## src/rtl/cipher_pkg.sv

```systemverilog
// Shared types and defaults for the ciphertext serializer.
// Defining CIPHER_SER_PARITY_EN adds the PARITY state to the frame FSM.
package cipher_pkg;

    localparam int WORD_W           = 10;
    localparam int DEF_DEPTH        = 4;
    localparam int DEF_CLKS_PER_BIT = 4;

    typedef enum logic [2:0] {
        IDLE,
        START,
        DATA,
`ifdef CIPHER_SER_PARITY_EN
        PARITY,
`endif
        STOP
    } state_t;

endpackage

```

## src/rtl/sync_fifo.sv

```systemverilog
// Generic synchronous FIFO with a registered occupancy count.
// Latency: a pushed word is visible at o_dat on the next cycle.
// Backpressure: a push while full is ignored, even with a pop on the same edge.
module sync_fifo #(
    parameter int WIDTH = 10,
    parameter int DEPTH = 4
) (
    input  logic                     i_clk,
    input  logic                     i_reset,
    input  logic                     i_push,
    input  logic [WIDTH-1:0]         i_dat,
    input  logic                     i_pop,
    output logic [WIDTH-1:0]         o_dat,
    output logic                     o_full,
    output logic                     o_empty,
    output logic [$clog2(DEPTH):0]   o_count
);

    localparam int AW = $clog2(DEPTH);

    logic [WIDTH-1:0] r_mem [DEPTH];
    logic [AW-1:0]    r_wr_ptr;
    logic [AW-1:0]    r_rd_ptr;
    logic [AW:0]      r_count;
    logic             w_push;
    logic             w_pop;

    assign o_full  = (r_count == (AW+1)'(DEPTH));
    assign o_empty = (r_count == '0);
    assign o_count = r_count;
    assign o_dat   = r_mem[r_rd_ptr];
    assign w_push  = i_push && !o_full;
    assign w_pop   = i_pop && !o_empty;

    // DEPTH is a power of two, so the pointers wrap by plain overflow.
    always_ff @(posedge i_clk) begin
        if (i_reset) begin
            r_wr_ptr <= '0;
            r_rd_ptr <= '0;
            r_count  <= '0;
        end else begin
            if (w_push) r_wr_ptr <= r_wr_ptr + 1'b1;
            if (w_pop)  r_rd_ptr <= r_rd_ptr + 1'b1;
            case ({w_push, w_pop})
                2'b10:   r_count <= r_count + 1'b1;
                2'b01:   r_count <= r_count - 1'b1;
                default: r_count <= r_count;
            endcase
        end
    end

    always_ff @(posedge i_clk) begin
        if (w_push) r_mem[r_wr_ptr] <= i_dat;
    end

endmodule

```

## src/rtl/cipher_serializer.sv

```systemverilog
// Queues 10-bit ciphertext words and sends each as a start/data/[parity]/stop serial frame.
// Latency: tx falls two cycles after a push into an idle, empty block; frames run back-to-back.
// Backpressure: in_ready drops while the FIFO is full. Parity via CIPHER_SER_PARITY_EN.
module cipher_serializer
    import cipher_pkg::*;
#(
    parameter int DEPTH        = DEF_DEPTH,
    parameter int CLKS_PER_BIT = DEF_CLKS_PER_BIT
) (
    input  logic                   clk,
    input  logic                   reset,
    input  logic                   in_valid,
    output logic                   in_ready,
    input  logic [WORD_W-1:0]      in_data,
    output logic                   tx,
    output logic                   busy,
    output logic [$clog2(DEPTH):0] count
);

    localparam int BW = (CLKS_PER_BIT > 1) ? $clog2(CLKS_PER_BIT) : 1;

    state_t            r_state;
    state_t            w_state_nxt;
    logic [BW-1:0]     r_baud;
    logic [3:0]        r_idx;
    logic [WORD_W-1:0] r_shift;
    logic              r_tx;
    logic              r_busy;
`ifdef CIPHER_SER_PARITY_EN
    logic              r_par;
`endif

    logic              w_fifo_full;
    logic              w_fifo_empty;
    logic [WORD_W-1:0] w_fifo_dat;
    logic              w_fifo_has;
    logic              w_push;
    logic              w_pop;
    logic              w_bit_end;
    logic [BW-1:0]     w_baud_nxt;
    logic [3:0]        w_idx_nxt;
    logic [WORD_W-1:0] w_shift_nxt;
    logic              w_tx_nxt;
    logic              w_busy_nxt;

    assign in_ready   = !w_fifo_full;
    assign w_push     = in_valid && in_ready;
    assign w_fifo_has = !w_fifo_empty;
    assign w_bit_end  = (r_baud == BW'(CLKS_PER_BIT - 1));
    assign tx         = r_tx;
    assign busy       = r_busy;

    sync_fifo #(
        .WIDTH (WORD_W),
        .DEPTH (DEPTH)
    ) u_fifo (
        .i_clk   (clk),
        .i_reset (reset),
        .i_push  (w_push),
        .i_dat   (in_data),
        .i_pop   (w_pop),
        .o_dat   (w_fifo_dat),
        .o_full  (w_fifo_full),
        .o_empty (w_fifo_empty),
        .o_count (count)
    );

    always_ff @(posedge clk) begin
        if (reset) r_state <= IDLE;
        else        r_state <= w_state_nxt;
    end

    always_comb begin
        w_state_nxt = r_state;
        case (r_state)
            IDLE:   if (w_fifo_has) w_state_nxt = START;
            START:  if (w_bit_end) w_state_nxt = DATA;
            DATA:
                if (w_bit_end && r_idx == 4'd9) begin
`ifdef CIPHER_SER_PARITY_EN
                    w_state_nxt = PARITY;
`else
                    w_state_nxt = STOP;
`endif
                end
`ifdef CIPHER_SER_PARITY_EN
            PARITY: if (w_bit_end) w_state_nxt = STOP;
`endif
            STOP:   if (w_bit_end) w_state_nxt = w_fifo_has ? START : IDLE;
            default: w_state_nxt = IDLE;
        endcase
    end

    // tx and busy are registered from the next-state view so they line up with r_state.
    always_comb begin
        w_pop       = w_fifo_has && (r_state == IDLE || (r_state == STOP && w_bit_end));
        w_baud_nxt  = (r_state == IDLE || w_bit_end) ? '0 : r_baud + 1'b1;
        w_idx_nxt   = '0;
        w_shift_nxt = r_shift;
        if (r_state == DATA)
            w_idx_nxt = w_bit_end ? ((r_idx == 4'd9) ? 4'd0 : r_idx + 4'd1) : r_idx;
        if (w_pop)
            w_shift_nxt = w_fifo_dat;
        else if (r_state == DATA && w_bit_end)
            w_shift_nxt = {1'b0, r_shift[WORD_W-1:1]};
        case (w_state_nxt)
            START:   w_tx_nxt = 1'b0;
            DATA:    w_tx_nxt = w_shift_nxt[0];
`ifdef CIPHER_SER_PARITY_EN
            PARITY:  w_tx_nxt = r_par;
`endif
            default: w_tx_nxt = 1'b1;
        endcase
        w_busy_nxt = (w_state_nxt != IDLE);
    end

    always_ff @(posedge clk) begin
        if (reset) begin
            r_baud  <= '0;
            r_idx   <= '0;
            r_shift <= '0;
            r_tx    <= 1'b1;
            r_busy  <= 1'b0;
`ifdef CIPHER_SER_PARITY_EN
            r_par   <= 1'b0;
`endif
        end else begin
            r_baud  <= w_baud_nxt;
            r_idx   <= w_idx_nxt;
            r_shift <= w_shift_nxt;
            r_tx    <= w_tx_nxt;
            r_busy  <= w_busy_nxt;
`ifdef CIPHER_SER_PARITY_EN
            if (w_pop) r_par <= ^w_fifo_dat;
`endif
        end
    end

endmodule

```

## config.mk

```make
export PLATFORM = sky130hd
export DESIGN_NAME = cipher_serializer
export DESIGN_NICKNAME = d
export VERILOG_FILES = /design/src/rtl/cipher_pkg.sv /design/src/rtl/sync_fifo.sv /design/src/rtl/cipher_serializer.sv
export SDC_FILE = /design/constraint.sdc
export NUM_CORES = 1
export LEC_CHECK = 0
export CAP_MARGIN = 30
export CORE_ASPECT_RATIO = 0.5
export CORE_MARGIN = 2
export CORE_UTILIZATION = 36
export DETAILED_ROUTE_END_ITERATION = 16
export HOLD_SLACK_MARGIN = 0.06
export SLEW_MARGIN = 20
export SYNTH_ARGS = -nofsm -noshare
export SYNTH_HDL_FRONTEND = slang
export SYNTH_SLANG_ARGS = --single-unit
```

## constraint.sdc

```tcl
create_clock -name clk -period 5.4 [get_ports clk]
set_clock_uncertainty 0.1 [all_clocks]
set_input_delay 1.08 -clock clk [delete_from_list [all_inputs] [get_ports clk]]
set_output_delay 1.08 -clock clk [all_outputs]
set_load 0.01 [all_outputs]
```

**Word level (Yosys, flattened, before mapping)**

Memories as Yosys holds them, arrays and structs flattened. A register that Yosys moved wholly into a read port is not among the register bits.
Index checks and enable logic that the tools add are counted.
W data, S select, Z words.

- Register bits: 28
- Bits in writable memories: 40
- Bits of input ports: 13
- Output and inout port bits: 6
- Word-level logic and storage cells: 61
- Memories: 1

Memory list:

| name | words | width | rd ports | clocked after Yosys merged registers in | wr ports | line | RTL |
|---|---|---|---|---|---|---|---|
| u_fifo.r_mem | 4 | 10 | 1 | 1 | 1 | sync_fifo.sv:21 | `logic [WIDTH-1:0] r_mem [DEPTH];` |

- Add/sub/neg operators: 6
- Eq/ne operators: 10
- Mux-type cells: 15
- Bitwise gates (word level): 1
- Reduce and logical (&&, ||, !) cells: 18

Operator list:

| cell | number |
|---|---|
| $mux W10 | 2 |
| $mux W3 | 4 |
| $pmux W3 S4 | 1 |
| $eq A3 B2 Y1 const B | 3 |
| $logic_and A1 B1 Y1 | 7 |
| $add A2 B1 Y2 const B | 3 |
| $eq A3 B1 Y1 const B | 2 |
| $logic_not A3 Y1 | 2 |
| $pmux W3 S2 | 1 |
| $add A4 B1 Y4 const B | 1 |
| $eq A2 B2 Y1 const B | 2 |
| $eq A4 B4 Y1 const B | 1 |
| $mux W2 | 2 |
| $mux W4 | 1 |
| $reduce_bool A2 Y1 | 2 |
| $reduce_or A2 Y1 | 2 |
| $add A3 B1 Y3 const B | 1 |
| $eq A3 B3 Y1 const B | 1 |
| $mux W1 | 3 |
| $reduce_bool A3 Y1 | 1 |
| $sub A3 B1 Y3 const B | 1 |
| $eq A2 B1 Y1 const B | 1 |
| $logic_not A1 Y1 | 2 |
| $logic_or A1 B1 Y1 | 2 |
| other kinds (2) | 2 |

**Depth between registers and ports, before layout**

Gate-level depths: netlist of run 1.

- Depth in word-level cells: 7
- Depth in mapped cells: 12
- Gate-level depth less buffers: 10

**Modules after synthesis**

Synthesis of run 1 repeated with hierarchy kept, for this count alone.

- Cell total of the unflattened synthesis: 208
- Area, all modules: 2,927.8 µm²

By module, submodules not included:

| module | times used | cells each | area an instance (µm²) | sequential area each (µm²) |
|---|---|---|---|---|
| sync_fifo | 1 | 106 | 1,920.6 | 1,381.3 |
| cipher_serializer | 1 | 102 | 1,007.2 | 420.4 |

**Worst setup path before layout of run 1**

OpenSTA, ideal clock, no wires.

- Kind: input to register
- From: in in_valid
- To: reg u_fifo.r_count[2], in the netlist u_fifo.o_count[2]
- Library setup time: 71 ps
- Arrival: 2,440 ps
- Required time: 5,229 ps
- Setup slack: 2,789 ps
- Cell stages on the path: 8
- Buffers on the path: 0
- Cell sequence: and2_1 inv_1 ha_1 inv_1 fa_1 xor2_1 or3_1 a21oi_1

- Cells in the longest elaborated chain, start to end: 4
- Elaborated cells on any way between the ends: 6
- Those cells by class: eq/ne (2); mux (1); reduce/logical (3)

Ends and longest elaborated chain:

| element | line | RTL |
|---|---|---|
| from (decl) | cipher_serializer.sv:12 | `input logic in_valid,` |
| $logic_and A1 B1 Y1 (*) | cipher_serializer.sv:47 | `assign w_push = in_valid && in_ready;` |
| $logic_and A1 B1 Y1 (*) | sync_fifo.sv:32 | `assign w_push = i_push && !o_full;` |
| $eq A2 B1 Y1 / $eq A2 B2 Y1 (equally long branches) | sync_fifo.sv:44 | `case ({w_push, w_pop})` |
| $pmux W3 S2 / $reduce_bool A2 Y1 (equally long branches) | n/a |  |
| to (signal assigned) | sync_fifo.sv:45 | `2'b10: r_count <= r_count + 1'b1;` |
| to (signal assigned) | sync_fifo.sv:46 | `2'b01: r_count <= r_count - 1'b1;` |
| to (signal assigned) | sync_fifo.sv:47 | `default: r_count <= r_count;` |
| to (decl) | sync_fifo.sv:24 | `logic [AW:0] r_count;` |

Mark *: on every way between the ends. The rest lies on a longest branch, timed or not.
A chain may end at the register's enable or synchronous reset.

**Worst setup path after layout of run 1**

- From: reg r_baud[0]
- To: reg u_fifo.r_count[2], in the netlist u_fifo.o_count[2]

- Cells in the longest elaborated chain, start to end: 7
- Elaborated cells on any way between the ends: 9
- Those cells by class: eq/ne (3); mux (1); reduce/logical (5)

Ends and longest elaborated chain:

| element | line | RTL |
|---|---|---|
| from (decl) | cipher_serializer.sv:24 | `logic [BW-1:0] r_baud;` |
| from (signal assigned) | cipher_serializer.sv:128 | `r_baud <= w_baud_nxt;` |
| $eq A2 B2 Y1 (*) | cipher_serializer.sv:49 | `assign w_bit_end = (r_baud == BW'(CLKS_PER_BIT - 1));` |
| $logic_and A1 B1 Y1 (*) | cipher_serializer.sv:96 | `w_pop = w_fifo_has && (r_state == IDLE \|\| (r_state == STOP && w_bit_end));` |
| $logic_or A1 B1 Y1 (*) | cipher_serializer.sv:96 |  |
| $logic_and A1 B1 Y1 (*) | cipher_serializer.sv:96 |  |
| $logic_and A1 B1 Y1 (*) | sync_fifo.sv:33 | `assign w_pop = i_pop && !o_empty;` |
| via u_fifo.w_pop | sync_fifo.sv:26 | `logic w_pop;` |
| $eq A2 B1 Y1 / $eq A2 B2 Y1 (equally long branches) | sync_fifo.sv:44 |  |
| $pmux W3 S2 / $reduce_bool A2 Y1 (equally long branches) | n/a |  |

The timed path passes the listed nets; every way through them passes the cells marked *.

==> flow_summary_export.csv, run 1 <==
group,metric,value,unit
setup_path,r2r_start,"r_baud[0]$_SDFF_PP0_",
floorplanning,fp-row-count,22,
setup_path,cp.required,5.54,ns
routing,avgRoutedWirePerCell,14.31,um
timing,rsz0062_at_grt,"no",
setup_path,worstSetupEndpointType,"register",
synth,ys_warn_count,0,
pwr,p_leak,1.124,nW
routing,drt-initial-drc-count,92,
synth,synth.area.mux_share,11.79,%
synth,syn_area,2803,um2
cells_and_area,regArea,1802,um2
synth,synth_flop_cell,"edfxtp_1",
grt,antenna_found_initial,0,
cts,clock-sinks,70,
synth,synth-seq-area-share,64.29,%
floorplanning,start_util,37.71,%
cells_and_area,n_antenna_cell,0,
timing,fmax,336.5,MHz
routing,vias_per_cell,4.875,
min_path,hold_depth,1,
cts,hold_buffers,0,
routing,ant_nets,0,
synth,yosysUniqueCellTypes,40,
setup_path,critPathBufInv,2,
pwr,peakVddDrop,191.1,uV
synth,yosysTopAreaCellShare,42.86,%
timing,drv_slew,0,
setup_path,worstSetupPathType,"register to register",
grt,grt_pass1_vias,1545,
cts,tritoncts,"done",
cts,cts_buffer_depth,2,
floorplanning,die_area,8550,um2
routing,route.vias.total,1565,
synth,yosysMostFrequentCell,"edfxtp_1",
grt,grt_usage,12.54,%
cts,insertion_delay,0.33,ns
synth,synthTopCellsByCount,"edfxtp_1, dfxtp_1, nor2_1, mux4_2, mux2i_1",
synth,synthCells,199,
cts,root_buffer,"clkbuf_16",
setup_path,reg2reg_depth,10,
setup_path,slowest_stage,"a211o_1",
placement,place_congestion,0.7447,
timing,period_share,55.03,%
setup_path,crit_fanout,21,
cts,htree_levels,3,
synth,ys_async_sr_fraction,0,%
synth,syn_area_per_cell,14.08,um2
min_path,holdCritStartpoint,"r_baud[0]$_SDFF_PP0_",
cts,cts_setup_buffers,0,
cts,cts_buffers,9,
synth,ys_top_cells_by_area,"edfxtp_1, dfxtp_1, mux4_2",
cells_and_area,drive_gt1_share,12.89,%
setup_path,timing.rr.end,"u_fifo.o_count[2]$_SDFFE_PP0P_",
setup_path,crit_family,"adder cells",
synth,ys_ff_latch,70,
min_path,min_path_type,"register to register",
setup_path,path_common_cell,"ha_1",
status,outcome,"finished, final reports clean",
placement,dp_hpwl,2996,um
pwr,powerDensity,482.0,nW/um2
synth,yosys.area_share.simple,9.554,%
routing,first_pass_iters,6,
min_path,min_to,"r_baud[0]$_SDFF_PP0_",
timing,fin_tns_setup,0,ns
timing,setup_viol,0,
synth,synth_edf_count,40,
synth,synth_top_family_by_area,"multiplexers",
synth,synth_area_leader_cell,"edfxtp_1",
setup_path,startpoint_type,"register",
pwr,power,0.001607,W
cts,ctsResizeCount,0,
synth,syn-num-nets,219,
floorplanning,coreArea,7432,um2
cells_and_area,multi_input_area,918.4,um2
grt,overflow,0,
job,cap_violations,0,
routing,drc,0,
timing,tightest_slew,0.8713,ns
grt,grt_start_max_net_pins,24,
routing,drt_wl_total,4595,um
cells_and_area,layout.nets,240,
synth,synthAdderAreaFrac,3.393,%
timing,min_period,2.972,ns
cts,clk_pin_slew,0.06,ns
floorplanning,fp.dieH,66.39,um
setup_path,crit_arrival,3.11,ns
grt,grt_first_pass_wirelength,7638,um
cells_and_area,area_growth,18.97,%
setup_path,path_cells,"ha_1 -> nand3_1 -> a211o_1 -> inv_2 -> ha_1 -> inv_1 -> fa_1 -> xor2_1 -> or3_1 -> a21oi_1",
cells_and_area,n_fill_cell,662,
setup_path,critical_path.max_stage_delay,0.56,ns
setup_path,rrSetupSlack,2.43,ns
timing,max-slew-margin-rel,41.73,%
synth,synth_compound_area_share,5.714,%
floorplanning,dieWidth,128.8,um
floorplanning,ios,19,
synth,synth_xor_xnor_area_share,2.188,%
timing,hold_viol,0,
placement,portBuffers,18,
layout make-up:
class / instances / area share (%)
flip-flops and latches: 70 / 54.03
multi-input cells: 112 / 27.54
clock buffers: 9 / 6.754
repair buffers: 18 / 5.403
well taps: 96 / 3.602
clock inverters: 7 / 1.651
inverters: 9 / 1.013
metrics by stage:
| stage | util [%] | instances | area, um2 | worst slack, ns | hold WS, ns |
|---|---|---|---|---|---|
| detailed placement | 41.09 | 305 | 3054 | 2.173 | 0.3307 |
| global route | 44.87 | 321 | 3334 | 2.217 | 0.3508 |
| global placement | 41.09 | 305 | 3054 | 2.273 | 0.3158 |
| CTS | 44.87 | 321 | 3334 | 2.434 | 0.3381 |
| finish | 44.87 | 321 | 3334 | 2.428 | 0.3348 |
| floorplan | - | 199 | 2803 | 2.789 | 0.3072 |
how the worst max path moves through the flow:
stage | start | end | slack [ns] | cells after the start
3_5_place_dp | in_valid | u_fifo.o_count[2]$_SDFFE_PP0P_ | 2.17 | 9
6_report | r_baud[0]$_SDFF_PP0_ | u_fifo.o_count[2]$_SDFFE_PP0P_ | 2.43 | 10
5_1_grt | r_baud[0]$_SDFF_PP0_ | u_fifo.o_count[2]$_SDFFE_PP0P_ | 2.22 | 10
3_3_place_gp | in_valid | u_fifo.o_count[2]$_SDFFE_PP0P_ | 2.27 | 9
2_1_floorplan | in_valid | u_fifo.o_count[2]$_SDFFE_PP0P_ | 2.79 | 8
4_1_cts | r_baud[0]$_SDFF_PP0_ | u_fifo.o_count[2]$_SDFFE_PP0P_ | 2.43 | 10
state kept, by name (all words and copies together) (netlist names), named ones only:
name,flops
busy,1
r_baud,2
r_idx,4
r_shift,10
r_state,3
tx,1
u_fifo.o_count,3
u_fifo.r_mem,40
u_fifo.r_rd_ptr,2
u_fifo.r_wr_ptr,2
cell usage in the layout (no fill, tap or decap), types with 2 or more instances in the layout:
master	n
nor3_1	4
xor2_1	4
mux4_2	10
inv_6	4
and3_1	4
edfxtp_1	40
nor2_1	21
o21ai_0	4
dfxtp_1	30
nand3_1	3
clkbuf_16	9
inv_1	8
xnor2_1	3
mux2i_1	9
nor2b_1	2
a21oi_1	7
or3_1	2
a211oi_1	8
ha_1	6
nand2_1	6
o22ai_1	2
clkdlybuf4s50_1	18
power breakdown:
group	total, W	switching, W	internal, W
sequential	0.000724	0.0000673	0.000657
clock	0.000545	0.000229	0.000316
combinational	0.000338	0.000165	0.000173
total	0.00161	0.000462	0.00115
kinds of logic (layout without fill, tap and decap cells):
logic type	Yosys count	count (layout)
flip-flops	70	70
multiplexers	20	20
AO/OA/AOI/OAI	25	25
adder cells (fa/ha/maj)	7	7
other	1	1
buffers and inverters	17	43
AND/OR/NAND/NOR	52	52
XOR/XNOR	7	7
per-layer routing:
metal / part of all wire, % / routed length [um] / track usage (%)
met5: 0 / 0 / 0
met4: 1.7 / 78 / 6.522
met3: 3.5 / 162 / 4.935
met2: 44 / 2009 / 18.58
met1: 51 / 2344 / 15.97
No activity file was read; power rests on OpenSTA's default activity.
==> run 2, diff against run 1 <==
==> constraint.sdc (replaced) <==
create_clock -name clk -period 2.85 [get_ports clk]
set_clock_uncertainty 0.1 [all_clocks]
set_input_delay 0.57 -clock clk [delete_from_list [all_inputs] [get_ports clk]]
set_output_delay 0.57 -clock clk [all_outputs]
set_load 0.01 [all_outputs]
==> flow_summary_export.csv, run 2 (synthesis results as in run 1) <==
group,metric,value,unit
cts,tritoncts,"done",
setup_path,crit_fanout,6,
setup_path,startpoint_type,"register",
cells_and_area,n_fill_cell,655,
routing,ant_nets,0,
placement,post-place-ws,0.1603,ns
timing,setup_ws,0.3153,ns
cells_and_area,fin_util,45.93,%
timing,period_share,88.94,%
cts,cts_setup_buffers,0,
grt,antenna_found_initial,0,
cts,ctsResizeCount,0,
cts,cts_buffer_depth,2,
timing,drv_slew,0,
cts,htree_levels,3,
floorplanning,die_area,8550,um2
cells_and_area,largest_reg_flops,40,
grt,grt_first_pass_wirelength,8024,um
floorplanning,dieWidth,128.8,um
cts,clock-sinks,70,
cells_and_area,reg.largest.list,"u_fifo.r_mem: 40 flops, r_shift: 10 flops, r_idx: 4 flops",
status,outcome,"finished, final reports clean",
setup_path,cp-startpoint,"u_fifo.o_count[2]$_SDFFE_PP0P_",
setup_path,r2r_start,"u_fifo.o_count[2]$_SDFFE_PP0P_",
cells_and_area,n_antenna_cell,0,
cells_and_area,drive_gt1_share,14.85,%
cells_and_area,area_growth,21.79,%
pwr,powerDensity,949.2,nW/um2
routing,first_pass_iters,4,
floorplanning,fp-row-count,22,
min_path,min_path_type,"register to register",
placement,place_congestion,0.7600,
cts,hold_buffers,0,
routing,avgRoutedWirePerCell,14.61,um
cts,root_buffer,"clkbuf_16",
pwr,power,0.003240,W
cells_and_area,layout.nets,244,
pwr,p_leak,1.170,nW
setup_path,worstSetupEndpointType,"register",
routing,drt-initial-drc-count,107,
grt,grt_start_max_net_pins,21,
timing,setup_viol,0,
setup_path,cp.required,3.00,ns
grt,overflow,0,
routing,drt_wl_total,4747,um
cells_and_area,final_cell_mix,"edfxtp_1, dfxtp_1, nor2_1",
min_path,holdCritStartpoint,"r_baud[0]$_SDFF_PP0_",
timing,max-slew-margin-rel,63.44,%
floorplanning,fp.dieH,66.39,um
floorplanning,start_util,37.71,%
floorplanning,coreArea,7432,um2
floorplanning,ios,19,
timing,fmax,394.5,MHz
setup_path,crit_arrival,2.68,ns
timing,hold_viol,0,
cts,cts_buffers,9,
cells_and_area,top_register,"u_fifo.r_mem",
job,cap_violations,0,
cells_and_area,layout_commonest_cell,"edfxtp_1",
setup_path,worstSetupPathType,"register to register",
cts,insertion_delay,0.32,ns
timing,rsz0062_at_grt,"no",
cells_and_area,regArea,1802,um2
grt,grt_usage,12.84,%
routing,drc,0,
placement,portBuffers,18,
cts,clk_pin_slew,0.06,ns
timing,tightest_slew,0.5485,ns
pwr,peakVddDrop,325.8,uV
grt,grt_pass1_vias,1656,
routing,route.vias.total,1594,
timing,fin_tns_setup,0,ns
placement,dp_hpwl,3108,um
timing,min_period,2.535,ns
routing,vias_per_cell,4.905,
cells_and_area,multi_input_area,918.4,um2
==> run 2: changes by cell type in the layout (fill, tap and decap cells not counted), sizes merged <==
cell,previous run,this run
buf,0,4
bufinv,0,2
clkinv,2,3
clkinvlp,1,0
inv,13,11
==> run 2: layout make-up <==
type | count | share of cell area (%)
Sequential cell | 70 | 52.79
Multi-Input combinational cell | 112 | 26.91
Clock buffer | 9 | 6.598
Timing Repair Buffer | 22 | 6.158
Tap cell | 96 | 3.519
Clock inverter | 7 | 3.043
Inverter | 9 | 0.9897
==> run 2: worst paths after layout <==
kind,endpoint,slack (ns),cells after the start
worst max-delay path,u_fifo.o_count[2]$_SDFFE_PP0P_,0.32,9
worst min-delay path,r_baud[0]$_SDFF_PP0_,0.35,1
worst max register to register,u_fifo.o_count[2]$_SDFFE_PP0P_,0.32,9
worst min register to register,r_baud[0]$_SDFF_PP0_,0.35,1
==> run 2: critical path, cell delays in order, from the launching register on <==
cell     delay (ns)
dfxtp_1        0.39
or3b_1         0.45
and2_1         0.23
inv_1          0.08
ha_1           0.18
inv_1          0.06
fa_1           0.37
xor2_1         0.15
or3_1          0.30
a21oi_1        0.15
==> run 2: power by group <==
group	internal (W)	leakage [nW]	total (W)	switching, W
logic	0.000346	0.397	0.000695	0.000349
clock network	0.000776	0.161	0.00120	0.000420
registers	0.00124	0.613	0.00135	0.000105
==> run 2: metrics by stage <==
stage	cell area, um2	hold slack [ns]	cells
2_1_floorplan	2803	0.3072	199
3_3_place_gp	3084	0.3176	309
3_5_place_dp	3084	0.3419	309
4_1_cts	3413	0.3536	325
5_1_grt	3413	0.3603	325
6_report	3413	0.3502	325
==> run 2: layer usage <==
metal,GRT usage [%],wire [um],up-vias
met3,5.016,188,4
li1,-,-,788
met5,0,0,-
met1,16.60,2331,777
met4,4.891,41,0
met2,19.58,2185,25
